$ cat config.mk
export PLATFORM = sky130hd
export DESIGN_NAME = accum_sequencer
export DESIGN_NICKNAME = d
export VERILOG_FILES = /design/src/rtl/accum_sequencer.sv
export SDC_FILE = /design/constraint.sdc
export NUM_CORES = 1
export LEC_CHECK = 0
export ABC_CLOCK_PERIOD_IN_PS = 4950
export BUFFER_PORTS_ARGS = -buffer_cell sky130_fd_sc_hd__buf_2
export CAP_MARGIN = 10
export CORE_UTILIZATION = 43
export CTS_CLUSTER_DIAMETER = 120
export CTS_CLUSTER_SIZE = 20
export DETAILED_ROUTE_END_ITERATION = 16
export GPL_TIMING_DRIVEN = 1
export PLACE_DENSITY = 0.6
export SYNTH_ARGS = -nofsm -noshare
export SYNTH_HDL_FRONTEND = slang
export SYNTH_SLANG_ARGS = --single-unit
$ cat constraint.sdc
create_clock -name clock -period 4.95 [get_ports clock]
set_input_delay 0.99 -clock clock [delete_from_list [all_inputs] [get_ports clock]]
set_output_delay 0.99 -clock clock [all_outputs]
set_load 0.005 [all_outputs]
$ cat src/rtl/accum_sequencer.sv
// accum_sequencer: control stage in front of a 16-bit load/transfer accumulator.
// Operands arrive on a valid/ready handshake and wait in a small FIFO. A start
// request clears the accumulator, then one load/transfer pulse pair is issued
// per operand until the programmed operand count has been summed.
module accum_sequencer #(
    parameter int WIDTH = 16,
    parameter int DEPTH = 4,
    parameter int CNT_W = 8
) (
    input  logic             clock,
    input  logic             clear,
    input  logic             start,
    input  logic [CNT_W-1:0] count,
    input  logic             in_valid,
    input  logic [WIDTH-1:0] in_data,
    output logic             in_ready,
    output logic             acc_clear_n,
    output logic             acc_load,
    output logic             acc_transfer,
    output logic [WIDTH-1:0] acc_data,
    output logic             busy,
    output logic             done
);

    localparam int AW = (DEPTH > 1) ? $clog2(DEPTH) : 1;

    typedef enum logic [2:0] {
        IDLE  = 3'd0,
        CLR   = 3'd1,
        FETCH = 3'd2,
        ADD   = 3'd3,
        DONE  = 3'd4
    } state_t;

    state_t             state_reg;
    logic [CNT_W-1:0]   remaining_reg;

    logic [WIDTH-1:0]   mem_reg [DEPTH];
    logic [AW-1:0]      wr_ptr_reg;
    logic [AW-1:0]      rd_ptr_reg;
    logic [AW:0]        fill_reg;

    logic               full;
    logic               empty;
    logic               push;
    logic               pop;

    assign full  = (fill_reg == (AW+1)'(DEPTH));
    assign empty = (fill_reg == '0);
    // A full FIFO refuses input even while it is being popped, so in_ready
    // never depends on the FSM.
    assign push  = in_valid && !full;
    assign pop   = (state_reg == FETCH) && !empty;

    // Storage: each entry captures in_data when the write pointer selects it.
    // Data entries carry no reset; validity is tracked by fill_reg alone.
    generate
        for (genvar gi = 0; gi < DEPTH; gi++) begin : g_entry
            always_ff @(posedge clock) begin
                if (push && (wr_ptr_reg == AW'(gi))) begin
                    mem_reg[gi] <= in_data;
                end
            end
        end
    endgenerate

    // FIFO pointers and occupancy; clear flushes the queue, done does not.
    always_ff @(posedge clock) begin
        if (clear) begin
            wr_ptr_reg <= '0;
            rd_ptr_reg <= '0;
            fill_reg   <= '0;
        end else begin
            if (push) begin
                wr_ptr_reg <= wr_ptr_reg + AW'(1);
            end
            if (pop) begin
                rd_ptr_reg <= rd_ptr_reg + AW'(1);
            end
            case ({push, pop})
                2'b10:   fill_reg <= fill_reg + (AW+1)'(1);
                2'b01:   fill_reg <= fill_reg - (AW+1)'(1);
                default: fill_reg <= fill_reg;
            endcase
        end
    end

    // Sequencer: clear, then alternate FETCH/ADD once per operand, then DONE.
    always_ff @(posedge clock) begin
        if (clear) begin
            state_reg     <= IDLE;
            remaining_reg <= '0;
        end else begin
            case (state_reg)
                IDLE: begin
                    if (start) begin
                        remaining_reg <= count;
                        state_reg     <= CLR;
                    end
                end
                CLR: begin
                    state_reg <= (remaining_reg == '0) ? DONE : FETCH;
                end
                FETCH: begin
                    // An empty FIFO simply stalls here until an operand arrives.
                    if (!empty) begin
                        state_reg <= ADD;
                    end
                end
                ADD: begin
                    remaining_reg <= remaining_reg - CNT_W'(1);
                    state_reg     <= (remaining_reg == CNT_W'(1)) ? DONE : FETCH;
                end
                DONE: begin
                    state_reg <= IDLE;
                end
                default: begin
                    state_reg <= IDLE;
                end
            endcase
        end
    end

    // Outputs are decoded only from flops (state, FIFO occupancy) plus the
    // reset input, so they settle right after the edge. clear forces the
    // accumulator clear directly so both are reset together.
    assign in_ready     = !full;
    assign acc_clear_n  = !(clear || (state_reg == CLR));
    assign acc_load     = (state_reg == FETCH) && !empty;
    assign acc_transfer = (state_reg == ADD);
    assign acc_data     = mem_reg[rd_ptr_reg];
    assign busy         = (state_reg != IDLE);
    assign done         = (state_reg == DONE);

endmodule
# Yosys cells after proc, flatten, opt, wreduce, memory -nomap -nowiden
# Memories as Yosys holds them, arrays and structs flattened. A register that Yosys moved wholly into a read port is not among the register bits.
# Index checks and enable logic that the tools add are counted.
# word_totals
n_memories	1
in_bits	28
ff_bits	18
mem_bits_rw	64
output_inout_bits	22
# mem_list
name	depth	word_bits	rd	rd_clocked_by_memory_dff	wr	line_no	text
mem_reg	4	16	1	1	1	38	logic [WIDTH-1:0] mem_reg [DEPTH];
# op_classes
n_eq_ne	13
muxes	27
addsub	5
reduce_logical	22
# op_table
operator	n
$mux W16	3
$reduce_or A16 Y1	3
$pmux W8 S2	1
$mux W3	4
$pmux W3 S4	1
$mux W1	11
$mux W2	5
$eq A8 B1 Y1 const B	1
$logic_not A8 Y1	1
$mux W8	1
$sub A8 B1 Y8 const B	1
$eq A2 B2 Y1 const B	3
$eq A3 B2 Y1 const B	2
$eq A3 B3 Y1 const B	2
$logic_and A1 B1 Y1	6
$logic_not A3 Y1	2
$pmux W3 S2	1
$add A2 B1 Y2 const B	2
$eq A2 B1 Y1 const B	2
$ne A2 B2 Y1 const B	2
$reduce_and A2 Y1	2
$reduce_bool A2 Y1	2
$add A3 B1 Y3 const B	1
$eq A3 B1 Y1 const B	1
other kinds (5)	7

# Logic depth before layout (Yosys ltp)
# Gate-level depths: netlist (run 1).
# depth
depth_word	10
mapped_depth	9
ltp_nobuf	8

# Least setup slack after synthesis (run 1)
# OpenSTA, ideal clock, no wires.
# synth_path
path_kind	input to output
start	input port clear
end	output port acc_clear_n
required_time_ps	3960
arrival_time_ps	1609
stages	3
path_slack_ps	2351
cell_sequence	clkbuf_1 buf_1 nor2_1
# synth_via
elab_chain_cells	2
# synth_rtl
element	line_no	text
from (decl)	11	input logic clear,
$logic_or A1 B1 Y1	128	assign acc_clear_n = !(clear || (state_reg == CLR));
$logic_not A1 Y1	128	
to (decl)	17	output logic acc_clear_n,
# Every way passes these cells.

==> results of run 1 <==
## metal layers
| layer | wire (µm) | up-vias | part of all wire [%] | track usage [%] |
|---|---|---|---|---|
| met5 | 0 | - | 0 | 0 |
| met4 | 70 | 0 | 1.2 | 5.56 |
| met3 | 294 | 6 | 4.9 | 5.53 |
| met2 | 2900 | 50 | 49 | 25.1 |
| met1 | 2680 | 985 | 45 | 19.5 |
| li1 | - | 943 | - | - |
## metrics by stage
step	power, W	utilization [%]	hold WS, ns
after floorplan	0.000947	-	0.453
after global placement	0.00100	48.6	0.478
after detailed placement	0.00101	48.6	0.474
after CTS	0.00145	50.9	0.487
after global routing	0.00150	50.9	0.521
final	0.00143	50.9	0.489
## kinds of logic after synthesis
logic type | after synthesis | share of synthesized area (%)
flops | 84 | 67.9
simple gates | 49 | 8.74
compound gates | 30 | 6.15
buf+inv | 24 | 2.74
mux | 17 | 10.8
fa+ha+maj | 8 | 3.15
xor+xnor | 2 | 0.512
## power by group through the flow
stage	logic [W]	registers [W]	clock network (W)
6_report	0.000161	0.000827	0.000441
4_1_cts	0.000164	0.000828	0.000455
3_3_place_gp	0.000161	0.000843	0
5_1_grt	0.000181	0.000833	0.000482
3_5_place_dp	0.000164	0.000844	0
2_1_floorplan	0.000119	0.000828	0
## worst max-delay path, cell delays in order, from the launching register on
cell     delay, ns
dfxtp_1       0.67
buf_4         0.32
mux4_2        0.51
buf_2         0.14
## final timing paths
| kind | cells after the start | slack (ns) | end |
|---|---|---|---|
| worst max-delay path | 3 | 1.98 | acc_data[9] |
| worst min-delay path | 2 | 0.49 | flop |
| worst max register to register | 8 | 2.31 | fill_reg[2]$_SDFFE_PP0P_ |
| worst min register to register | 2 | 0.49 | flop |
## cell usage after synthesis, drive strengths merged (3+ instances only)
cell,instances,area share [%]
a21o,3,0.66
a21oi,9,1.3
a31oi,3,0.55
and3,4,0.73
buf,5,0.66
clkbuf,7,0.77
dfxtp,20,12
edfxtp,64,56
ha,7,2.6
inv,12,1.3
mux4,16,11
nand2,5,0.55
nand3,4,0.59
nor2,9,0.99
nor4,4,0.73
or3,5,0.91
or4,4,1.0
## area by class of cell
class / instances / area [µm²] / share of cell area (%)
multi-input combinational: 106 / 1000 / 25.5
clock buffer: 9 / 124 / 3.15
clock inverter: 7 / 58.8 / 1.49
tap: 102 / 128 / 3.24
timing repair buffer: 50 / 253 / 6.42
inverter: 12 / 45.0 / 1.14
sequential: 84 / 2320 / 59.0
==> reports/qor.yml, run 1 <==
clock_network:
  cts.htree.levels: 3
  cts_setup_buffers: 0
  clk_pin_slew_ns: 0.08
  cts_buffers: 9
  cts_buffer_depth: 2
  cts_sinks: 84
  clk-insertion-delay-late_ns: 0.35
  cts.repair.resized: 0
  clockRootBuffer: "clkbuf_8"
  cts_tree: "yes"
  cts_hold_buf: 0
global_route:
  grt_max_degree: 21
  overflow: 0
  grt_first_pass_wirelength_um: 9670
  grt_usage_pct: 15.6
  antenna_found_initial: 0
  grt_pass1_vias: 1944
outcome:
  status: "finished, final reports clean"
pwr:
  p_clk_share_pct: 30.8
  combPwrFrac_pct: 11.3
  sequentialPowerShare_pct: 57.9
  p_int_w: 0.00106
  switchingPower_w: 0.000367
  p_per_area_nw_per_um2: 363
  p_leak_nw: 1.38
  vdd_drop_max_uv: 139
  sw_frac_of_total_pct: 25.6
logic_synthesis:
  ys_seq_elements: 84
  synth-edff-count: 64
  postSynthCellCount: 214
  syn_avg_cell_area_um2: 16.0
  synth_area_um2: 3420
  synthDistinctLibCells: 46
  synth-async-reset-ratio_pct: 0
  seq_area_frac_synth_pct: 67.9
  ys_warn_count: 0
  synth_ff_type: "edfxtp_1"
  syn-num-nets: 250
sta:
  layout_setup_ws_ns: 1.98
  slew_headroom_pct: 42.1
  post-route-min-period_ns: 2.97
  finalSetupViolCount: 0
  clock_skew_ns: 0.0157
  slew_violations: 0
  setup_tns_ns: 0
  fin_crit_sh_pct: 59.9
  fmax_mhz: 337
  rsz0062_at_grt: "false"
  hold_viol: 0
  tightest_slew_ns: 0.866
floorplanning:
  io-pin-count: 50
  start_util_pct: 44.3
  fp.dieW_um: 91.2
  core-area_um2: 7730
  die_area_um2: 8320
  num_rows: 32
  floorplan.die.height_um: 91.2
placement:
  dpl_cell_area_um2: 3750
  finalWeightedCongestion: 0.796
  dp_hpwl_um: 3920
  place_ws_ns: 2.30
  port_buffers: 49
  dp.cells: 354
worst_setup_path:
  end_kind: "primary output"
  cp_max_fo: 9
  crit_type: "reg2out"
  cp_data_required_time_ns: 3.96
  critical_path.startpoint_type: "flop"
  r2r_start: "state_reg[1]$_SDFFE_PP0P_"
  crit_arrival_ns: 1.98
cells_and_area:
  antenna_cells: 0
  drive_gt1_share_pct: 34.0
  mostFrequentLayoutCells: "edfxtp_1 (64), buf_2 (49), dfxtp_1 (20), mux4_2 (16), inv_1 (12)"
  stdcell_area_um2: 3940
  largest_reg_flops: 64
  final_cells: 370
  syn_to_final_growth_pct: 15.0
  final_common_cell: "edfxtp_1"
  nNetsFinal: 299
  fillers: 666
routing:
  drcViolationCount: 0
  wl_per_cell_um: 16.1
  final_antenna_net_count: 0
  drt_first_pass_iters: 5
  drt_iter0_drc: 88
  via_count: 1984
  vias_per_cell: 5.36
  drt_wl_total_um: 5950
hold_path:
  min_path_type: "reg2reg"
  hp-start: "rd_ptr_reg[1]$_SDFFE_PP0P_"
job:
  drv_cap: 0
Note: power is estimated with default switching activity, not from simulation.
==> inputs of run 2 (changes only) <==
--- a/config.mk
+++ b/config.mk
@@ -5,7 +5,8 @@
 export SDC_FILE = /design/constraint.sdc
 export NUM_CORES = 1
 export LEC_CHECK = 0
-export ABC_CLOCK_PERIOD_IN_PS = 4950
+export ABC_AREA = 1
+export ABC_CLOCK_PERIOD_IN_PS = 2500
 export BUFFER_PORTS_ARGS = -buffer_cell sky130_fd_sc_hd__buf_2
 export CAP_MARGIN = 10
 export CORE_UTILIZATION = 43
@@ -13,7 +14,7 @@
 export CTS_CLUSTER_SIZE = 20
 export DETAILED_ROUTE_END_ITERATION = 16
 export GPL_TIMING_DRIVEN = 1
-export PLACE_DENSITY = 0.6
+export PLACE_DENSITY = 0.62
 export SYNTH_ARGS = -nofsm -noshare
 export SYNTH_HDL_FRONTEND = slang
 export SYNTH_SLANG_ARGS = --single-unit
==> constraint.sdc (replaced) <==
create_clock -name clock -period 2.5 [get_ports clock]
set_input_delay 0.5 -clock clock [delete_from_list [all_inputs] [get_ports clock]]
set_output_delay 0.5 -clock clock [all_outputs]
set_load 0.005 [all_outputs]
==> run 2 against run 1 <==
Clock power rose by 130%; clock-buffer cell count rose by 4; final area rose by 4.3%; sequential power rose by 96%; clock skew fell by 0.010 ns; via count rose by 21%; critical endpoint is now acc_data[3].
==> reports/qor.yml, run 2 <==
sta:
  holdWs_ns: 0.367  # -0.122 ns
  post-route-min-period_ns: 2.11
  slew_headroom_pct: 66.6  # +24 points
  setup_tns_ns: 0  # unchanged
  tightest_slew_ns: 0.501  # -0.365 ns
  hold_viol: 0  # unchanged
  fin_crit_sh_pct: 84.6
  rsz0062_at_grt: "false"
  fmax_mhz: 473
  clock_skew_ns: 0.00569  # -0.0100 ns
  finalSetupViolCount: 0  # unchanged
  slew_violations: 0  # unchanged
outcome:
  status: "finished, final reports clean"
routing:
  drcViolationCount: 0  # unchanged
  wl_per_cell_um: 13.7  # -15%
  vias_per_cell: 4.96  # -7.5%
  via_count: 2401  # +21%
  drt_wl_total_um: 6640  # +12%
  final_antenna_net_count: 0  # unchanged
  drt_iter0_drc: 82  # -6.8%
  drt_first_pass_iters: 4  # -1
logic_synthesis:
  synthMostInstantiatedCell: "edfxtp_1"
  synth_ff_type: "edfxtp_1"
  ys_seq_elements: 84  # unchanged
  synth-edff-count: 64  # unchanged
  ys_warn_count: 0  # unchanged
  synth-async-reset-ratio_pct: 0  # unchanged
  synthDistinctLibCells: 30  # -35%
  yosys.area_share.simple_pct: 12.5  # +3.7 points
  syn-num-nets: 355  # +42%
  synth_fa_ha_area_share_pct: 3.07  # -0.076 points
  synthTopCellsByArea: "edfxtp_1 (55%), dfxtp_1 (11%), o21ai_0 (6.6%), nor2_1 (5.8%), inv_1 (3.3%)"
  synth-xor-area-share_pct: 0.250  # -0.26 points
  synth_area_um2: 3510  # +2.5%
  postSynthCellCount: 319  # +49%
  muxShareOfSynthArea_pct: 0  # -11 points
  synth_top_cell_area_share_pct: 54.8  # -1.4 points
  yosysTopAreaCell: "edfxtp_1"
  synth_compound_gate_area_share_pct: 13.3  # +7.2 points
  seq_area_frac_synth_pct: 66.2  # -1.6 points
  ys_top_cells_by_count: "edfxtp_1 (64), nor2_1 (54), o21ai_0 (46)"
  synth_top_family_by_area: "compound AO/OA/AOI/OAI gates"
  syn_avg_cell_area_um2: 11.0  # -31%
worst_setup_path:
  r2r_start: "state_reg[0]$_SDFFE_PP0P_"
  cp_max_fo: 32  # +23
  critical_path.startpoint_type: "flop"
  end_kind: "primary output"
  rr_endpoint: "fill_reg[2]$_SDFFE_PP0P_"
  crit_type: "reg2out"
  crit_arrival_ns: 1.61  # -0.37 ns
  reg2reg_slack_ns: 0.40  # -1.91 ns
  ff2ff_path_depth: 10  # +2
  cp_data_required_time_ns: 2.00  # -1.96 ns
global_route:
  grt_pass1_vias: 2358  # +21%
  antenna_found_initial: 0  # unchanged
  grt_first_pass_wirelength_um: 11000  # +14%
  grt_max_degree: 33  # +57%
  overflow: 0  # unchanged
  grt_usage_pct: 17.1  # +1.5 points
placement:
  dpl_cell_area_um2: 3900  # +3.9%
  finalWeightedCongestion: 0.819  # +2.9%
  dp.cells: 468  # +32%
  port_buffers: 49  # unchanged
  dp_hpwl_um: 4290  # +9.4%
floorplanning:
  fp.dieW_um: 92.3  # +1.2%
  io-pin-count: 50  # unchanged
  core-area_um2: 7810  # +1.0%
  floorplan.die.height_um: 92.3  # +1.2%
  num_rows: 32  # unchanged
  die_area_um2: 8520  # +2.4%
  start_util_pct: 44.9  # +0.64 points
clock_network:
  cts_buffers: 9  # unchanged
  cts_sinks: 84  # unchanged
  cts_buffer_depth: 2  # unchanged
  clk_pin_slew_ns: 0.08  # about the same
  cts_setup_buffers: 0  # unchanged
  clockRootBuffer: "clkbuf_8"
  cts.repair.resized: 0  # unchanged
  cts_tree: "yes"
  clk-insertion-delay-late_ns: 0.34  # about the same
  cts.htree.levels: 3  # unchanged
  cts_hold_buf: 0  # unchanged
cells_and_area:
  nNetsFinal: 413  # +38%
  syn_to_final_growth_pct: 17.0
  antenna_cells: 0  # unchanged
  drive_gt1_share_pct: 20.9  # -13 points
  mostFrequentLayoutCells: "edfxtp_1 (64), nor2_1 (54), buf_2 (49), o21ai_0 (46), inv_1 (31)"
  largest_reg_flops: 64  # unchanged
  stdcell_area_um2: 4100  # +4.3%
  final_cells: 484  # +31%
  fillers: 692  # +3.9%
  final_common_cell: "edfxtp_1"
pwr:
  vdd_drop_max_uv: 320  # +130%
  p_leak_nw: 1.59  # +16%
  p_per_area_nw_per_um2: 736  # +100%
hold_path:
  min_path_cells: 1  # -1
  min_path_type: "in2reg"
  hp-start: "in_data[5]"
  min_to: "mem_reg[0][5]$_DFFE_PP_"
job:
  drv_cap: 0  # unchanged
## run 2: worst max path at each step
stage / from / end / slack [ns] / cells past startpoint
6_report: flop / acc_data[3] / 0.39 / 6
2_1_floorplan: state_reg[0]$_SDFFE_PP0P_ / fill_reg[2]$_SDFFE_PP0P_ / 0.57 / 10
3_5_place_dp: state_reg[0]$_SDFFE_PP0P_ / fill_reg[2]$_SDFFE_PP0P_ / 0.41 / 10
3_3_place_gp: state_reg[0]$_SDFFE_PP0P_ / fill_reg[2]$_SDFFE_PP0P_ / 0.51 / 10
4_1_cts: flop / acc_data[3] / 0.34 / 6
5_1_grt: state_reg[0]$_SDFFE_PP0P_ / fill_reg[2]$_SDFFE_PP0P_ / 0.14 / 10
## run 2: routing by layer
layer  GRT usage (%)  wire length (µm)  vias up
li1                -                 -     1229
met1            19.5              2970     1109
met2            29.5              3230       54
met3            6.08               335        9
met4            5.99                99        0
met5               0                 0        -
## run 2: report_power, final
part,leakage [nW],switching (W),internal [W]
sequential,0.752,0.0000365,0.00159
clock,0.102,0.000431,0.000563
combinational,0.738,0.000258,0.000146
total,1.59,0.000725,0.00230
## run 2: cell type report
class	count	area, µm²	area share (%)
multi-input combinational	192	1020	24.9
timing repair buffer	57	305	7.44
tap	102	128	3.11
sequential	84	2320	56.6
clock buffer	13	139	3.39
clock inverter	3	65.1	1.59
inverter	33	124	3.02
## run 2: critical path, stage by stage (launching register included)
cell and delay [ns]:
dfxtp_1 0.30, buf_4 0.17, inv_1 0.06, buf_4 0.29
o21ai_0 0.12, o22ai_1 0.17, buf_2 0.14
## run 2: cells by family after synthesis
kind of cell               after synthesis
and+or+nand+nor                        100
DFF                                     84
AOI/OAI and AO/OA                       83
buffers and inverters                   43
adders and majority gates                8
xor gates and xnor gates                 1
## run 2: metrics by stage
step | worst slack, ns | total power (W) | utilization (%)
2_1_floorplan | 0.571 | 0.00191 | -
3_3_place_gp | 0.510 | 0.00205 | 49.9
3_5_place_dp | 0.408 | 0.00206 | 49.9
4_1_cts | 0.344 | 0.00305 | 52.5
5_1_grt | 0.144 | 0.00317 | 52.5
6_report | 0.386 | 0.00302 | 52.5
